### src/rtl/booth_multiplier_iter_pkg.sv
// booth_multiplier_iter_pkg
//   Shared definitions for the iterative radix-2 Booth multiplier:
//   FSM state encoding, carry-lookahead slice width, Booth operation
//   codes and the helper that decodes a Booth bit pair into an operation.
package booth_multiplier_iter_pkg;

    localparam int SLICE_W = 8;

    typedef enum logic [1:0] {
        IDLE = 2'd0,
        LOAD = 2'd1,
        RUN  = 2'd2,
        DONE = 2'd3
    } state_e;

    typedef enum logic [1:0] {
        BOOTH_NOP = 2'd0,
        BOOTH_ADD = 2'd1,
        BOOTH_SUB = 2'd2
    } booth_op_e;

    // Radix-2 Booth recoding of the current multiplier bit and the bit
    // shifted out on the previous step: 01 adds M, 10 subtracts M.
    function automatic booth_op_e booth_decode(input logic l0, input logic q1);
        booth_op_e op;
        case ({l0, q1})
            2'b01:   op = BOOTH_ADD;
            2'b10:   op = BOOTH_SUB;
            default: op = BOOTH_NOP;
        endcase
        return op;
    endfunction

endpackage

### src/rtl/booth_multiplier_iter_if.sv
// booth_multiplier_iter_if
//   Execute-stage handshake bundle for the multiplier.
//   master (pipeline side): drives ctrl_mult and the two operands,
//                           observes result, exception, resultRDY and busy.
//   slave  (multiplier)   : the reverse.
interface booth_multiplier_iter_if
    import booth_multiplier_iter_pkg::*;
#(
    parameter int WIDTH = 32
);

    logic             ctrl_mult;
    logic [WIDTH-1:0] data_operandA;
    logic [WIDTH-1:0] data_operandB;
    logic [WIDTH-1:0] data_result;
    logic             data_exception;
    logic             data_resultRDY;
    logic             busy;

    modport master (
        output ctrl_mult, data_operandA, data_operandB,
        input  data_result, data_exception, data_resultRDY, busy
    );

    modport slave (
        input  ctrl_mult, data_operandA, data_operandB,
        output data_result, data_exception, data_resultRDY, busy
    );

endinterface

### src/rtl/booth_multiplier_iter_cla_carry_unit.sv
// cla_carry_unit
//   Purely combinational lookahead carry generator across NSLICE adder slices.
//   Ports: grp_g / grp_p (per-slice group generate / propagate), cin,
//          carry[NSLICE:0] (carry[0] = cin, carry[i] feeds slice i,
//          carry[NSLICE] is the carry out of the top slice).
module cla_carry_unit #(
    parameter int NSLICE = 4
) (
    input  logic [NSLICE-1:0] grp_g,
    input  logic [NSLICE-1:0] grp_p,
    input  logic              cin,
    output logic [NSLICE:0]   carry
);

    // Each carry is formed as a flat sum of products of the group terms and
    // cin, so no slice carry waits on the carry of the slice below it:
    //   c[i+1] = G[i] | P[i]G[i-1] | ... | P[i]..P[0]cin
    always_comb begin
        logic acc;
        logic run_p;
        carry    = '0;
        carry[0] = cin;
        for (int i = 0; i < NSLICE; i++) begin
            acc   = grp_g[i];
            run_p = grp_p[i];
            for (int j = i - 1; j >= 0; j--) begin
                acc   = acc | (run_p & grp_g[j]);
                run_p = run_p & grp_p[j];
            end
            carry[i+1] = acc | (run_p & cin);
        end
    end

endmodule

### src/rtl/booth_multiplier_iter_cla_slice8.sv
// cla_slice8
//   The 8-bit carry-lookahead adder slice shared with the ALU datapath.
//   Ports: a, b (8-bit addends), cin (slice carry-in),
//          sum (8-bit sum), grp_g / grp_p (group generate / propagate).
module cla_slice8
    import booth_multiplier_iter_pkg::*;
(
    input  logic [SLICE_W-1:0] a,
    input  logic [SLICE_W-1:0] b,
    input  logic               cin,
    output logic [SLICE_W-1:0] sum,
    output logic               grp_g,
    output logic               grp_p
);

    logic [SLICE_W-1:0] bit_g;
    logic [SLICE_W-1:0] bit_p;

    assign bit_g = a & b;
    assign bit_p = a ^ b;

    // Bit-level sum plus the group generate/propagate terms that let the
    // carry unit skip over this slice without waiting on its internal carries.
    always_comb begin
        logic carry;
        logic gen;
        sum   = '0;
        carry = cin;
        gen   = 1'b0;
        for (int i = 0; i < SLICE_W; i++) begin
            sum[i] = bit_p[i] ^ carry;
            carry  = bit_g[i] | (bit_p[i] & carry);
            gen    = bit_g[i] | (bit_p[i] & gen);
        end
        grp_g = gen;
        grp_p = &bit_p;
    end

endmodule

### src/rtl/booth_multiplier_iter.sv
// booth_multiplier_iter
//   Multi-cycle signed WIDTH x WIDTH radix-2 Booth multiplier.
//   Ports: clock, reset_n (async active-low),
//          bus.ctrl_mult / data_operandA / data_operandB (start + operands),
//          bus.data_result (low WIDTH product bits), bus.data_exception
//          (product overflows signed WIDTH), bus.data_resultRDY (1-cycle
//          result strobe), bus.busy (operation in flight).
module booth_multiplier_iter
    import booth_multiplier_iter_pkg::*;
#(
    parameter int WIDTH = 32,
    parameter int CNT_W = 6
) (
    input  logic                          clock,
    input  logic                          reset_n,
    booth_multiplier_iter_if.slave        bus
);

    localparam int NSLICE = WIDTH / SLICE_W;
    localparam logic [CNT_W-1:0] LAST_STEP = CNT_W'(WIDTH - 1);

    state_e            state;
    state_e            state_next;
    logic [WIDTH-1:0]  op_a;
    logic [WIDTH-1:0]  op_b;
    logic [WIDTH:0]    m_reg;
    logic [WIDTH:0]    h_reg;
    logic [WIDTH-1:0]  l_reg;
    logic              q_1;
    logic [CNT_W-1:0]  counter;
    logic [WIDTH-1:0]  result_reg;
    logic              exception_reg;
    logic              rdy_reg;
    logic              busy_reg;

    booth_op_e         op;
    logic [WIDTH:0]    addend;
    logic              add_cin;
    logic [WIDTH:0]    adder_sum;
    logic [NSLICE-1:0] slice_g;
    logic [NSLICE-1:0] slice_p;
    logic [NSLICE:0]   carry;
    logic [WIDTH:0]    upper_bits;
    logic              overflow;

    // Booth step operand selection; subtraction is H + ~M with carry-in 1.
    always_comb begin
        op      = booth_decode(l_reg[0], q_1);
        addend  = '0;
        add_cin = 1'b0;
        case (op)
            BOOTH_ADD: addend = m_reg;
            BOOTH_SUB: begin
                addend  = ~m_reg;
                add_cin = 1'b1;
            end
            default: begin
                addend  = '0;
                add_cin = 1'b0;
            end
        endcase
    end

    for (genvar s = 0; s < NSLICE; s++) begin : g_slice
        cla_slice8 u_slice (
            .a     (h_reg[s*SLICE_W +: SLICE_W]),
            .b     (addend[s*SLICE_W +: SLICE_W]),
            .cin   (carry[s]),
            .sum   (adder_sum[s*SLICE_W +: SLICE_W]),
            .grp_g (slice_g[s]),
            .grp_p (slice_p[s])
        );
    end

    cla_carry_unit #(
        .NSLICE (NSLICE)
    ) u_carry (
        .grp_g (slice_g),
        .grp_p (slice_p),
        .cin   (add_cin),
        .carry (carry)
    );

    // The extra sign bit above the slices keeps H one bit wider than the
    // operands so that subtracting the most negative M cannot wrap.
    assign adder_sum[WIDTH] = h_reg[WIDTH] ^ addend[WIDTH] ^ carry[NSLICE];

    // The product fits in signed WIDTH bits only when bit WIDTH-1 and every
    // bit above it in the 2*WIDTH-bit product agree.
    assign upper_bits = {h_reg[WIDTH-1:0], l_reg[WIDTH-1]};
    assign overflow   = !((&upper_bits) || (~|upper_bits));

    // State register.
    always_ff @(posedge clock or negedge reset_n) begin
        if (!reset_n) begin
            state <= IDLE;
        end else begin
            state <= state_next;
        end
    end

    // Next-state logic: a start pulse always wins and (re)enters LOAD,
    // which also covers restart during LOAD/RUN and back-to-back from DONE.
    always_comb begin
        state_next = state;
        case (state)
            IDLE: if (bus.ctrl_mult) state_next = LOAD;
            LOAD: state_next = bus.ctrl_mult ? LOAD : RUN;
            RUN: begin
                if (bus.ctrl_mult) begin
                    state_next = LOAD;
                end else if (counter == LAST_STEP) begin
                    state_next = DONE;
                end
            end
            DONE: state_next = bus.ctrl_mult ? LOAD : IDLE;
            default: state_next = IDLE;
        endcase
    end

    // Datapath: operands are captured on the start edge, loaded into the
    // Booth registers in LOAD, shifted once per RUN cycle, and the result
    // registers are only touched in DONE so they hold between operations.
    always_ff @(posedge clock or negedge reset_n) begin
        if (!reset_n) begin
            op_a          <= '0;
            op_b          <= '0;
            m_reg         <= '0;
            h_reg         <= '0;
            l_reg         <= '0;
            q_1           <= 1'b0;
            counter       <= '0;
            result_reg    <= '0;
            exception_reg <= 1'b0;
            rdy_reg       <= 1'b0;
            busy_reg      <= 1'b0;
        end else begin
            rdy_reg <= 1'b0;
            if (bus.ctrl_mult) begin
                op_a <= bus.data_operandA;
                op_b <= bus.data_operandB;
            end
            case (state)
                LOAD: begin
                    m_reg    <= {op_a[WIDTH-1], op_a};
                    h_reg    <= '0;
                    l_reg    <= op_b;
                    q_1      <= 1'b0;
                    counter  <= '0;
                    busy_reg <= 1'b1;
                end
                RUN: begin
                    h_reg   <= {adder_sum[WIDTH], adder_sum[WIDTH:1]};
                    l_reg   <= {adder_sum[0], l_reg[WIDTH-1:1]};
                    q_1     <= l_reg[0];
                    counter <= counter + CNT_W'(1);
                end
                DONE: begin
                    result_reg    <= l_reg;
                    exception_reg <= overflow;
                    rdy_reg       <= 1'b1;
                    busy_reg      <= 1'b0;
                end
                default: begin
                end
            endcase
        end
    end

    assign bus.data_result    = result_reg;
    assign bus.data_exception = exception_reg;
    assign bus.data_resultRDY = rdy_reg;
    assign bus.busy           = busy_reg;

endmodule
### src/flat_wrapper.sv
// flat-port wrapper written by rule: the top's interface ports become plain ports
module booth_multiplier_iter_flat import booth_multiplier_iter_pkg::*;
#(
    parameter int WIDTH = 32,
    parameter int CNT_W = 6
)
  (clock, reset_n, bus_ctrl_mult, bus_data_operandA, bus_data_operandB, bus_data_result, bus_data_exception, bus_data_resultRDY, bus_busy);
  booth_multiplier_iter_if #(.WIDTH(WIDTH)) bus_i ();
  input  logic clock;
  input  logic reset_n;
  input wire logic [$bits(bus_i.ctrl_mult)-1:0] bus_ctrl_mult;
  input wire logic [$bits(bus_i.data_operandA)-1:0] bus_data_operandA;
  input wire logic [$bits(bus_i.data_operandB)-1:0] bus_data_operandB;
  output wire logic [$bits(bus_i.data_result)-1:0] bus_data_result;
  output wire logic [$bits(bus_i.data_exception)-1:0] bus_data_exception;
  output wire logic [$bits(bus_i.data_resultRDY)-1:0] bus_data_resultRDY;
  output wire logic [$bits(bus_i.busy)-1:0] bus_busy;
  assign bus_i.ctrl_mult = bus_ctrl_mult;
  assign bus_i.data_operandA = bus_data_operandA;
  assign bus_i.data_operandB = bus_data_operandB;
  assign bus_data_result = bus_i.data_result;
  assign bus_data_exception = bus_i.data_exception;
  assign bus_data_resultRDY = bus_i.data_resultRDY;
  assign bus_busy = bus_i.busy;
  booth_multiplier_iter #(.WIDTH(WIDTH), .CNT_W(CNT_W)) u_core (.clock(clock), .reset_n(reset_n), .bus(bus_i));
endmodule
### config.mk
export PLATFORM = sky130hd
export DESIGN_NAME = booth_multiplier_iter_flat
export DESIGN_NICKNAME = d
export VERILOG_FILES = /design/src/rtl/booth_multiplier_iter_pkg.sv /design/src/rtl/booth_multiplier_iter_if.sv /design/src/rtl/booth_multiplier_iter_cla_carry_unit.sv /design/src/rtl/booth_multiplier_iter_cla_slice8.sv /design/src/rtl/booth_multiplier_iter.sv /design/src/flat_wrapper.sv
export SDC_FILE = /design/constraint.sdc
export NUM_CORES = 1
export LEC_CHECK = 0
export CAP_MARGIN = 40
export CORE_AREA = 3 3 146 148
export DETAILED_ROUTE_END_ITERATION = 8
export DIE_AREA = 0 0 149 151
export PLACE_DENSITY = 0.72
export REMOVE_ABC_BUFFERS = 1
export SLEW_MARGIN = 10
export SYNTH_ARGS = -nofsm -noshare
export SYNTH_HDL_FRONTEND = slang
export SYNTH_HIERARCHICAL = 1
export SYNTH_SLANG_ARGS = --single-unit
export TNS_END_PERCENT = 100
### constraint.sdc
create_clock -name clock -period 5.9 [get_ports clock]
set_input_delay 1.18 -clock clock [delete_from_list [all_inputs] [get_ports clock]]
set_output_delay 1.18 -clock clock [all_outputs]
set_load 0.05 [all_outputs]
======== Yosys cells after proc, flatten, opt, wreduce, memory -nomap -nowiden ========
Index checks and enable logic that the tools add are counted.
word-level totals
  flip-flop bits (word level) ............. 205
  bits of input ports ..................... 67
  output and inout port bits .............. 35
  word-level logic and storage cells ...... 232
operators by class
  $add $sub $neg .......................... 1
  equal/unequal tests ..................... 10
  multiplexer cells ....................... 15
  bitwise gates (word level) .............. 181
  reduce and logical (&&, ||, !) cells .... 13
operators with widths
  operator               count
  $pmux W33 S2           2
  $and A1 B1 Y1          72
  $or A1 B1 Y1           66
  $pmux W32 S2           1
  $xor A1 B1 Y1          34
  $not A33 Y33           1
  $reduce_and A33 Y1     1
  $reduce_or A33 Y1      1
  $and A8 B8 Y8          4
  $reduce_and A8 Y1      4
  $xor A8 B8 Y8          4
  $pmux W6 S2            1
  $eq A2 B2 Y1 const B   4
  $mux W2                4
  $pmux W2 S4            1
  $add A6 B1 Y6 const B  1
  $eq A2 B1 Y1 const B   3
  $eq A6 B5 Y1 const B   1
  $pmux W1 S2            2
  $pmux W2 S2            1
  $reduce_bool A2 Y1     2
  $mux W1                3
  $ne A3 B2 Y1 const B   1
  $logic_not A1 Y1       2
  4 further kinds        4

======== Logic depth before layout (Yosys ltp) ========
  depth after elaboration ................. 39
  depth in mapped cells ................... 24
  gate-level depth less buffers ........... 23

======== By module ========
The synthesis kept the hierarchy.
by module, submodules not included
  module                                      instances  cells an instance  area each (µm²)  seq. area each (µm²)
  booth_multiplier_iter                       1          711                8562.0           5104.9
  cla_slice8 (u_core.g_slice[0].u_slice ...)  3          32                 342.8            0.0
  cla_slice8 (u_core.g_slice[3].u_slice)      1          33                 332.8            0.0
  cla_carry_unit                              1          6                  46.3             0.0

======== Worst setup path after synthesis ========
No wires, ideal clock.
  path kind ............................... reg-to-reg
  start point ............................. register u_core.l_reg[0]
  end point ............................... register u_core.h_reg[30]
  setup time .............................. 0.131 ns
  arrival ................................. 5.239 ns
  required time ........................... 5.769 ns
  slack ................................... 0.530 ns
  cell stages (with the launch flop) ...... 24
  buffers on the path ..................... 1
  period minus slack after synthesis ...... 5.370 ns
  cell sequence ........................... dfrtp_1 -> nor2_1 -> clkbuf_1 -> nand2_1 -> o21ai_0 -> ha_1 -> a211oi_2 -> o21ai_1 -> a221o_1 -> a21o_1 -> a21o_1 -> a21o_1 -> inv_1 -> fa_1 -> inv_1 -> fa_1 -> fa_1 -> fa_1 -> fa_1 -> fa_1 -> fa_1 -> xor2_1 -> nand3_1 -> o21ai_0
between the ends
  elaborated cells between the ends (all ways) .. 84
  classes of those cells .................. 4 x eq/ne; 4 x mux; 73 x bitwise; 3 x reduce/logical
RTL lines
  element                                              RTL line                                text
  start: declaration                                   booth_multiplier_iter.sv:28             logic [WIDTH-1:0] l_reg;
  start signal: assignment                             booth_multiplier_iter.sv:147            l_reg <= op_b;
  start signal: assignment                             booth_multiplier_iter.sv:154            l_reg <= {adder_sum[0], l_reg[WIDTH-1:1]};
  $eq A2 B2 Y1 / $eq A2 B1 Y1 (equally long branches)  booth_multiplier_iter_pkg.sv:26         case ({l0, q1})
  $pmux W2 S2 *                                        booth_multiplier_iter_pkg.sv:26
  $eq A2 B2 Y1 / $eq A2 B1 Y1 (equally long branches)  booth_multiplier_iter.sv:51             case (op)
  $pmux W33 S2 *                                       booth_multiplier_iter.sv:51
  named net u_core.addend[1]                           booth_multiplier_iter.sv:37             logic [WIDTH:0] addend;
  $xor A8 B8 Y8                                        booth_multiplier_iter_cla_slice8.sv:20  assign bit_p = a ^ b;
  $and A1 B1 Y1                                        booth_multiplier_iter_cla_slice8.sv:33  gen = bit_g[i] | (bit_p[i] & gen);
  $or A1 B1 Y1 *                                       booth_multiplier_iter_cla_slice8.sv:33
  (+12 left out)                                       n/a
  named net u_core.slice_g[0]                          booth_multiplier_iter.sv:40             logic [NSLICE-1:0] slice_g;
  (+3 left out)                                        n/a
  named net u_core.carry[3]                            booth_multiplier_iter.sv:42             logic [NSLICE:0] carry;
  (+9 left out)                                        n/a
  $or A1 B1 Y1 *                                       booth_multiplier_iter_cla_slice8.sv:32  carry = bit_g[i] | (bit_p[i] & carry);
  $and A1 B1 Y1 *                                      booth_multiplier_iter_cla_slice8.sv:32
  $or A1 B1 Y1 *                                       booth_multiplier_iter_cla_slice8.sv:32
  $and A1 B1 Y1 *                                      booth_multiplier_iter_cla_slice8.sv:32
  $or A1 B1 Y1 *                                       booth_multiplier_iter_cla_slice8.sv:32
  $xor A1 B1 Y1 *                                      booth_multiplier_iter_cla_slice8.sv:31  sum[i] = bit_p[i] ^ carry;
  named net u_core.adder_sum[31]                       booth_multiplier_iter.sv:39             logic [WIDTH:0] adder_sum;
  $pmux W33 S2 *                                       booth_multiplier_iter.sv:143            case (state)
  end signal: assignment                               booth_multiplier_iter.sv:153            h_reg <= {adder_sum[WIDTH], adder_sum[WIDTH:1]};
  end: declaration                                     booth_multiplier_iter.sv:27             logic [WIDTH:0] h_reg;
Mark *: on every way through the listed nets, which the timed path passes. The rest lies on a longest branch.
A chain may end at the register's enable or synchronous reset.

======== Worst setup path after layout ========
  start point ............................. register u_core.l_reg[0]
  end point ............................... register u_core.h_reg[30]
between the ends
  elaborated cells between the ends (all ways) .. 84
  classes of those cells .................. 4 x eq/ne; 4 x mux; 73 x bitwise; 3 x reduce/logical
RTL lines
  element                                              RTL line
  $eq A2 B2 Y1 / $eq A2 B1 Y1 (equally long branches)  booth_multiplier_iter_pkg.sv:26
  $pmux W2 S2 *                                        booth_multiplier_iter_pkg.sv:26
  $eq A2 B2 Y1 / $eq A2 B1 Y1 (equally long branches)  booth_multiplier_iter.sv:51
  $pmux W33 S2 *                                       booth_multiplier_iter.sv:51
  named net u_core.addend[6]                           booth_multiplier_iter.sv:37
  $xor A8 B8 Y8                                        booth_multiplier_iter_cla_slice8.sv:20
  $and A1 B1 Y1                                        booth_multiplier_iter_cla_slice8.sv:33
  $or A1 B1 Y1 *                                       booth_multiplier_iter_cla_slice8.sv:33
  (+2 left out)                                        n/a
  named net u_core.slice_g[0]                          booth_multiplier_iter.sv:40
  (+3 left out)                                        n/a
  named net u_core.carry[3]                            booth_multiplier_iter.sv:42
  (+9 left out)                                        n/a
  $or A1 B1 Y1 *                                       booth_multiplier_iter_cla_slice8.sv:32
  $and A1 B1 Y1 *                                      booth_multiplier_iter_cla_slice8.sv:32
  $or A1 B1 Y1 *                                       booth_multiplier_iter_cla_slice8.sv:32
  $and A1 B1 Y1 *                                      booth_multiplier_iter_cla_slice8.sv:32
  $or A1 B1 Y1 *                                       booth_multiplier_iter_cla_slice8.sv:32
  $xor A1 B1 Y1 *                                      booth_multiplier_iter_cla_slice8.sv:31
  named net u_core.adder_sum[31]                       booth_multiplier_iter.sv:39
  $pmux W33 S2 *                                       booth_multiplier_iter.sv:143
Marks and branches as above.

==> flow_summary.toml <==
[power_and_ir_drop]
powerDensity_mw_per_mm2 = 551.8
power_leakage_nw = 5.090
worst_vdd_ir_mv = 0.3084

[synth]
yosys.area_share.adder = 0.1027
ys_warn_count = 6
synthDominantAreaCellType = "dfrtp_1"
synth_flop_cell = "dfrtp_1"
synth_top_family_by_area = "multiplexers"
synthArstFlopShare = 1.000
synth.yosys.seq_area_share = 0.5120
syn_area_mm2 = 0.009970
synth-edff-count = 0
synth.ff_latch_count = 204
yosys.area.top_type_share = 0.5120
multiplexer_fraction_of_the_synthesized_cell_area = 0.1756
netlist_top_cells_area = "dfrtp_1, mux2_2, fa_1, ha_1, o21ai_0"
post_synth_num_cell_types = 42
synthTopCellsByCount = "dfrtp_1, mux2_2, o21ai_0"
syn_area_per_cell_um2 = 11.78
netlist_instances = 846
synth-compound-area-share = 0.07957
yosys.cell_count.top_type = "dfrtp_1"
synth_xor_xnor_area_share = 0.004393
synth-simple-area-share = 0.08208

[timing]
finalCriticalPeriod_ps = 5542
setup_viol = 0
final_period_utilization = 0.9394
fin_setup_tns_ps = 0
slew_violations = 0
slew_headroom = 0.5275
tightest_slew_ps = 708.7
final_hold_viol_count = 0
grt_setup_unrepaired = "no"
clock.fmax_mhz = 180.4
worst_clock_skew_ps = 11.19

[critical_path]
timing.critical_path.fanout_max = 16
cp-start-kind = "flop"
end_kind = "flop"
critPathKind = "flop to flop"
worst-endpoint-required_ps = 6260
worst-endpoint-arrival_ps = 5900

[floorplanning]
boundary_pins = 102
start_util = 0.4943
die_h_um = 151
standard_cell_rows = 52
fp.dieArea_mm2 = 0.02250
floorplan_core_area_mm2 = 0.02017
fp.dieW_um = 149

[grt]
largest_net_degree_at_the_start_of_global_routing = 83
grt_use_total = 0.1856
overflow = 0
grt_pass1_vias = 6779
initial_antenna_violation_count = 0
global_route_wire_length_before_repair_um = 34380

[routing]
initialDrtViolationCount = 367
post_drt_via_cell_ratio = 5.386
detail_route.drc_violations = 0
drt-pass1-iter-count = 5
detail-route-antenna-nets = 0
routed_wirelength_um = 20370
post_drt_wl_per_cell_um = 16.60
via_count = 6609

[clock_tree]
cts_tree = "built"
ctsRootBufferMaster = "clkbuf_16"
clock-sinks = 204
clk_pin_slew_ps = 60
clockBufferDepth = 3
cts_made_buffers = 23
worstSkewPairLatency_ps = 510
clock_tree.htree_level_count = 1
number_of_buffers_inserted_to_repair_setup_after_cts = 0

[cells_and_area]
fin_area_mm2 = 0.01207
areaGrowthSynthToFinish_pct = 21.05
fin_nets = 1072
antennaDiodeCount = 0
drive_gt1_frac = 0.2048

[worst_hold_path]
worst_hold_path_type = "flop to flop"

[place]
place.gp.congestion = 0.9291
port_buffer_count = 101
placed_area_mm2 = 0.01131
post-dp-hpwl_um = 13860

[outcome]
status = "finished clean"

[flow_run]
drv_cap = 0
-- cells by family after synthesis --
family / count (synthesis)
AOI/OAI and AO/OA: 138
muxes: 159
DFF: 204
buffers and inverters: 108
and+or+nand+nor: 167
xor gates and xnor gates: 5
adders and majority gates: 65
-- worst paths after layout --
path | from | end | slack [ps] | cells past startpoint
max in group asynchronous | reset_n | u_core/bus.data_result[28] | 3930 | 3
worst min-delay path | u_core/bus.busy | u_core/bus.busy | 500 | 2
worst max-delay path | u_core/l_reg[0] | u_core/h_reg[30] | 360 | 23
worst min register to register | u_core/bus.busy | u_core/bus.busy | 500 | 2
min in group asynchronous | reset_n | u_core/bus.data_result[24] | 600 | 1
worst max register to register | u_core/l_reg[0] | u_core/h_reg[30] | 360 | 23
-- cells in the final DEF, fill, tap and decap left out, drive strengths merged, types with 14 or more instances in the layout --
cell type	count
nand3	39
dfrtp	204
clkdlybuf4s50	99
nor2	44
inv	64
mux2i	32
a21oi	38
buf	14
o21ai	77
mux2	127
nand4	16
nand2	37
ha	37
fa	28
clkbuf	32
-- metal layers --
metal	global-route usage	part of all wire
met3	0.02513	0.035
met4	0.05721	0.027
met5	0	0
met1	0.2596	0.46
met2	0.3041	0.48
-- timing repair --
action | in CTS | in global routing
resized for setup | 0 | 9
hold buffers | 0 | 0
hold endpoints to repair | 0 | 0
endpoints found under the setup margin | 0 | 2
-- where the power goes --
| group | internal, mW | leakage [nW] | switching [mW] |
|---|---|---|---|
| clock | 0.845 | 0.367 | 0.558 |
| combinational | 1.20 | 2.28 | 1.77 |
| sequential | 1.88 | 2.44 | 0.407 |
| total | 3.93 | 5.09 | 2.73 |
-- stage by stage --
step / hold slack [ps] / total power [mW] / setup WS [ps] / std cells / utilization
after detailed placement: 490.4 / 5.271 / 236.0 / 1185 / 0.5608
final: 499.0 / 6.659 / 357.5 / 1227 / 0.5983
after global placement: 477.9 / 5.164 / 384.9 / 1181 / 0.5561
after global routing: 516.5 / 7.154 / 0.1772 / 1227 / 0.5983
after CTS: 504.5 / 6.713 / 236.3 / 1227 / 0.5980
after floorplan: 474.9 / 4.303 / -195.6 / 801 / -
-- critical path: stages (launching register included) --
cell and delay, ps:
dfrtp_1 470, nor2_4 220, buf_4 260, nand2_1 70, o21ai_0 140, ha_1 320, o211ai_1 120, nor2_1 80
a221o_1 290, a21o_1 180, a21o_1 210, a21o_1 180, inv_1 60, fa_1 150, inv_1 50, fa_1 370
fa_1 390, fa_1 390, fa_1 380, fa_1 380, fa_1 380, xor2_1 150, nand3_1 70, o21ai_0 90
-- final cells by class --
cell class                 instances  area, um2
sequential                       204       5105
multi-input combinational        534       4467
timing repair buffer             114       1172
tap                              270      337.8
fill                            1673       8102
inverter                          63      236.5
clock inverter                    11      113.9
clock buffer                      31      635.6
Power figures use the tool's default switching activity.
==> RTL change 1 (config.mk and constraints unchanged) <==
`WIDTH` is set to 32 in 3 places; all go to 16.
--- a/src/rtl/booth_multiplier_iter_if.sv
+++ b/src/rtl/booth_multiplier_iter_if.sv
@@ -7,5 +7,5 @@
     import booth_multiplier_iter_pkg::*;
 #(
-    parameter int WIDTH = 32
+    parameter int WIDTH = 16
 );
 
--- a/src/rtl/booth_multiplier_iter.sv
+++ b/src/rtl/booth_multiplier_iter.sv
@@ -9,5 +9,5 @@
     import booth_multiplier_iter_pkg::*;
 #(
-    parameter int WIDTH = 32,
+    parameter int WIDTH = 16,
     parameter int CNT_W = 6
 ) (
--- a/src/flat_wrapper.sv
+++ b/src/flat_wrapper.sv
@@ -2,5 +2,5 @@
 module booth_multiplier_iter_flat import booth_multiplier_iter_pkg::*;
 #(
-    parameter int WIDTH = 32,
+    parameter int WIDTH = 16,
     parameter int CNT_W = 6
 )
Interface: changed (resized bus_data_operandA, bus_data_operandB and bus_data_result); port bits go from 102 to 54. The function was not compared with the original's and may differ.
==> RTL change 1 against the original RTL <==
  * Sequential cell count down 96
  * Routed wire length down 47%
  * Area after synthesis down 47%
  * Clock power down 58%
  * Setup slack better by 0.17 ns
  * Maximum frequency up 3.2%
  * Via count down 47%
  * Die area unchanged
  * Total power down 49%
  * Design area down 46%
  * Critical path type unchanged
  * Largest cell class unchanged
==> RTL change 1: results (changes against the original RTL) <==
The delay of the slowest critical-path stage was 0.51 ns (was 0.47 ns); the maximum vdd drop was 0.249 mV (was 0.308 mV). The worst reg-to-reg path cell count works out to 21 (was 23). Highest-delay cell along the critical path: sky130_fd_sc_hd__nor2_1 (was sky130_fd_sc_hd__dfrtp_1).

The run finished with clean final reports. The endpoint of the lowest-slack register-to-register path is u_core/h_reg[14] (was u_core/h_reg[30]). The count of different cell masters after synthesis was 38 (was 42); the number of violations reported at the end of detailed-routing iteration 0 was 209 (was 367). Commonest cells in the synthesized netlist: 108 x sky130_fd_sc_hd__dfrtp_1, 63 x sky130_fd_sc_hd__mux2_2, 41 x sky130_fd_sc_hd__o21ai_0 (was 204 x sky130_fd_sc_hd__dfrtp_1, 127 x sky130_fd_sc_hd__mux2_2, 73 x sky130_fd_sc_hd__o21ai_0). The average footprint of a synthesized cell is 11.6 µm² (was 11.8 µm²), and the final-stage net count is 576 (was 1,072). The slew at the pin with the worst max-slew slack is 0.730 ns (was 0.709 ns), and the clock latency reported for the late side of the worst-skew pair is 0.35 ns (was 0.51 ns). The slack of the worst reg-to-reg path is 0.53 ns (was 0.36 ns). The tools report the worst min-delay path startpoint as u_core/op_a[11] (was u_core/bus.busy). The fraction of layout cells with a size suffix above 1 is 0.182 (was 0.205).

The depth of the worst hold-timing path works out to 1 (was 2). The total number of vias was 3,507 (was 6,609); the final weighted congestion of routability-driven global placement was 0.815 (was 0.929). Vias per cell: 4.50 (was 5.39). The tools report the launch instance of the worst register-to-register path as u_core/q_1 (was u_core/l_reg[0]). The number of H-tree levels is 3 (was 1). The maximum number of pins on one net before global-route repair was 76 (was 83); the final clock skew was 0.00740 ns (was 0.0112 ns). The buffer depth of the longest clock path is 2 (was 3), and the global-route usage over all layers is 0.101 (was 0.186). The area of placed instances was 6170 µm² (was 11,300 µm²).

For the part of the Yosys area used for sequential elements, the log shows 0.510 (was 0.512).
-- RTL change 1: cell count changes in the layout (fill, tap and decap cells not counted), moves of 20 or more --
cell                              delta
sky130_fd_sc_hd__clkdlybuf4s50_1    -48
sky130_fd_sc_hd__dfrtp_1            -96
sky130_fd_sc_hd__inv_1              -27
sky130_fd_sc_hd__mux2_2             -64
sky130_fd_sc_hd__nand3_1            -20
sky130_fd_sc_hd__o21ai_0            -25
-- RTL change 1: per-layer routing --
metal	GRT usage	part of all wire	wire length (µm)	vias up
li1	-	-	-	1695
met1	0.133	0.46	4990	1748
met2	0.165	0.49	5290	55
met3	0.0269	0.033	356	9
met4	0.0265	0.012	133	0
met5	0	0	0	-
-- RTL change 1: cell type report --
type / count / area (µm²)
Clock buffer: 10 / 229
Clock inverter: 5 / 53.8
Fill cell: 2046 / 13700
Inverter: 36 / 135
Multi-Input combinational cell: 291 / 2370
Sequential cell: 108 / 2700
Tap cell: 270 / 338
Timing Repair Buffer: 60 / 631
-- RTL change 1: how the worst max path moves through the flow --
stage,slack (ns),startpoint,to
floorplan,0.73,u_core/l_reg[0],u_core/h_reg[14]
CTS,0.52,u_core/q_1,u_core/h_reg[14]
detailed placement,0.58,u_core/q_1,u_core/h_reg[14]
finish,0.53,u_core/q_1,u_core/h_reg[14]
global placement,0.66,u_core/l_reg[0],u_core/h_reg[14]
global route,0.21,u_core/l_reg[0],u_core/h_reg[14]
-- RTL change 1: cell families (layout without fill, tap and decap cells) --
logic type	after synthesis	count (layout)	share of synthesized area
adders and majority gates	35	35	0.102
DFF	108	108	0.510
xor gates and xnor gates	3	3	0.00495
muxes	79	79	0.164
buffers and inverters	60	111	0.0448
AOI/OAI and AO/OA	78	78	0.0847
and+or+nand+nor	96	96	0.0896
-- RTL change 1: through the flow --
stage | hold slack [ns] | worst slack (ns) | utilization
6_report | 0.504 | 0.529 | 0.320
4_1_cts | 0.508 | 0.520 | 0.320
5_1_grt | 0.520 | 0.209 | 0.320
2_1_floorplan | 0.475 | 0.731 | -
3_3_place_gp | 0.482 | 0.659 | 0.302
3_5_place_dp | 0.490 | 0.575 | 0.306
-- RTL change 1: power by group --
| group | total, W | leakage, nW | switching [W] | internal, W |
|---|---|---|---|---|
| Clock | 0.000593 | 0.142 | 0.000267 | 0.000326 |
| Sequential | 0.00121 | 1.30 | 0.000218 | 0.000995 |
| Combinational | 0.00157 | 1.22 | 0.000931 | 0.000639 |
| Total | 0.00338 | 2.67 | 0.00142 | 0.00196 |
==> RTL change 2 (config.mk and constraints unchanged) <==
Without the edit above. Encoding of `state_e`: now one-hot (4 bits for 4 states).
--- a/src/rtl/booth_multiplier_iter_pkg.sv
+++ b/src/rtl/booth_multiplier_iter_pkg.sv
@@ -7,9 +7,9 @@
     localparam int SLICE_W = 8;
 
-    typedef enum logic [1:0] {
-        IDLE = 2'd0,
-        LOAD = 2'd1,
-        RUN  = 2'd2,
-        DONE = 2'd3
+    typedef enum logic [3:0] {
+        IDLE = 4'b0001,
+        LOAD = 4'b0010,
+        RUN  = 4'b0100,
+        DONE = 4'b1000
     } state_e;
 
Function: same outputs for any inputs over 10 cycles, from zero or initial values and one cycle with reset_n low; not proved beyond that.
==> RTL change 2 against the original RTL <==
  * Via count down 2.2%
  * Setup slack worse by 0.022 ns
  * Critical path type unchanged
  * Sequential cell count up 2
  * Design area decreased by 1.3%
  * Routed wire length shrank 2.6%
  * Highest routed layer unchanged
  * Area after synthesis decreased by 1.8%
Power is not compared: it rests on default switching activity, and its combinational part moved more than twofold at a synthesized area within 25%.
==> RTL change 2: results (changes against the original RTL) <==
The total clock buffers created by CTS was 22 (was 23); the delay of the slowest critical-path stage was 0.43 ns (was 0.47 ns). Part of the Yosys area used for sequential elements: 0.527 (was 0.512). The total number of vias is 6,462 (was 6,609), and the number of gates resized after cts is 0 (unchanged).

Commonest cells in the synthesized netlist: 205 x sky130_fd_sc_hd__dfrtp_1, 122 x sky130_fd_sc_hd__mux2_2, 101 x sky130_fd_sc_hd__nand2_1 (was 204 x sky130_fd_sc_hd__dfrtp_1, 127 x sky130_fd_sc_hd__mux2_2, 73 x sky130_fd_sc_hd__o21ai_0). The met1 layer wirelength in the final routing is 8.89 mm (was 9.28 mm), and the global-route usage over all layers is 0.180 (was 0.186). Top cells by area, synth: sky130_fd_sc_hd__dfrtp_1 52%, sky130_fd_sc_hd__mux2_2 14%, sky130_fd_sc_hd__fa_1 5.7% (was sky130_fd_sc_hd__dfrtp_1 51%, sky130_fd_sc_hd__mux2_2 14%, sky130_fd_sc_hd__fa_1 5.6%). The tools report the post-detailed-routing wire length as 19.8 mm (was 20.4 mm). The average footprint of a synthesized cell came out at 12.5 µm² (was 11.8 µm²). The largest fanout on the critical path is 8 (was 16), and the data arrival time of the critical path is 5.97 ns (was 5.90 ns). The logs give 0.356 ns (was 0.236 ns) for the post-placement worst setup slack and 0 (unchanged) for the antenna cell count.

The tools report the number of violations reported at the end of detailed-routing iteration 0 as 314 (was 367). For the first-pass GRT wire length, the log shows 33.3 mm (was 34.4 mm). The CTS clock-pin slew for the worst setup and hold paths was 0.06 ns (about the same); the via count of the first global-routing pass was 6,768 (was 6,779). Number of H-tree levels: 1 (unchanged). The logs give 1.12 mm (was 719 µm) for the length of routed met3 wiring and 5 (unchanged) for the detailed-router iteration count before antenna repair.

IR analysis of the VDD net gives a maximum drop of 0.200 mV. The run gives 1,017 (was 1,072) as the final-stage net count. For the total placed cells including tap cells, the log shows 1,135 (was 1,185). The tools report the clock latency reported for the late side of the worst-skew pair as 0.51 ns (about the same). Fraction of layout cells with a size suffix above 1: 0.218 (was 0.205). Class of the tightest hold or removal check: reg -> reg (unchanged). The initial antenna violation count came out at 0 (unchanged).

The number of fillers in the final layout was 1,652 (was 1,673); the maximum number of pins on one net before global-route repair was 94 (was 83). Final clock skew: 0.0188 ns (was 0.0112 ns). For the met2 wirelength from detailed routing, the log shows 9.34 mm (was 9.81 mm).

The highest-delay cell along the critical path is sky130_fd_sc_hd__dfrtp_1 (unchanged). For the buffer depth of the longest clock path, the log shows 3 (unchanged). The final weighted congestion of routability-driven global placement is 0.858 (was 0.929), and the HPWL reported at the end of detailed placement is 12.8 mm (was 13.9 mm). The tools report the root cell of the clock tree as sky130_fd_sc_hd__clkbuf_16 (unchanged). The count of yosys warnings during synthesis was 6 (unchanged); the static power due to leakage was 5.51 nW. For the area of placed instances, the log shows 11,200 µm² (was 11,300 µm²). The topmost layer with routed signal wires was met4 (unchanged). The count of different cell masters after synthesis is 50 (was 42), and the headroom to the max-slew limit is 0.427 (was 0.528).

The flow ran to the end, and the final reports show no timing, DRC or antenna violations. The vias per cell was 5.50 (was 5.39).
[RTL change 2: path summary, 6_finish.rpt]
path,from,end,slack (ns),cells past startpoint
min reg2reg,u_core/op_a[27],u_core/m_reg[27],0.49,1
max,u_core/l_reg[0],u_core/h_reg[30],0.34,21
min in group asynchronous,reset_n,u_core/op_b[10],0.56,1
max in group asynchronous,reset_n,u_core/op_a[1],3.99,3
min,u_core/op_a[27],u_core/m_reg[27],0.49,1
max reg2reg,u_core/l_reg[0],u_core/h_reg[30],0.34,21
[RTL change 2: layout make-up]
class                   count  area, µm²  area share
inverters                  24       90.1     0.00756
clock inverters             7       78.8     0.00662
well taps                 270        338      0.0284
multi-input cells         510       4340       0.364
clock buffers              32        648      0.0544
flip-flops and latches    206       5160       0.433
repair buffers            125       1260       0.106
[RTL change 2: cell families (layout without fill, tap and decap cells)]
kind of cell | Yosys count | after routing | share of synthesized area
DFF | 206 | 206 | 0.527
and+or+nand+nor | 172 | 172 | 0.0863
AOI/OAI and AO/OA | 142 | 142 | 0.102
muxes | 128 | 128 | 0.147
buffers and inverters | 68 | 188 | 0.0320
adders and majority gates | 61 | 61 | 0.0995
xor gates and xnor gates | 7 | 7 | 0.00627
[RTL change 2: where the power goes]
part / switching (W) / internal [W]
clock: 0.000558 / 0.000808
combinational: 0.000617 / 0.000587
sequential: 0.000319 / 0.00173
[RTL change 2: per-layer routing]
layer	vias to the layer above	global-route usage
li1	3031	-
met1	3245	0.241
met2	150	0.299
met3	36	0.0407
met4	0	0.0490
met5	-	0
[RTL change 2: critical path: cells and delay by family, from the launching register on]
family	cells	cell delay (ns)
AO/OA/AOI/OAI	8	1.51
AND/OR/NAND/NOR	2	0.49
XOR/XNOR	1	0.15
buffers and inverters	2	0.11
adder cells (fa/ha/maj)	8	2.78
flip-flops	1	0.43
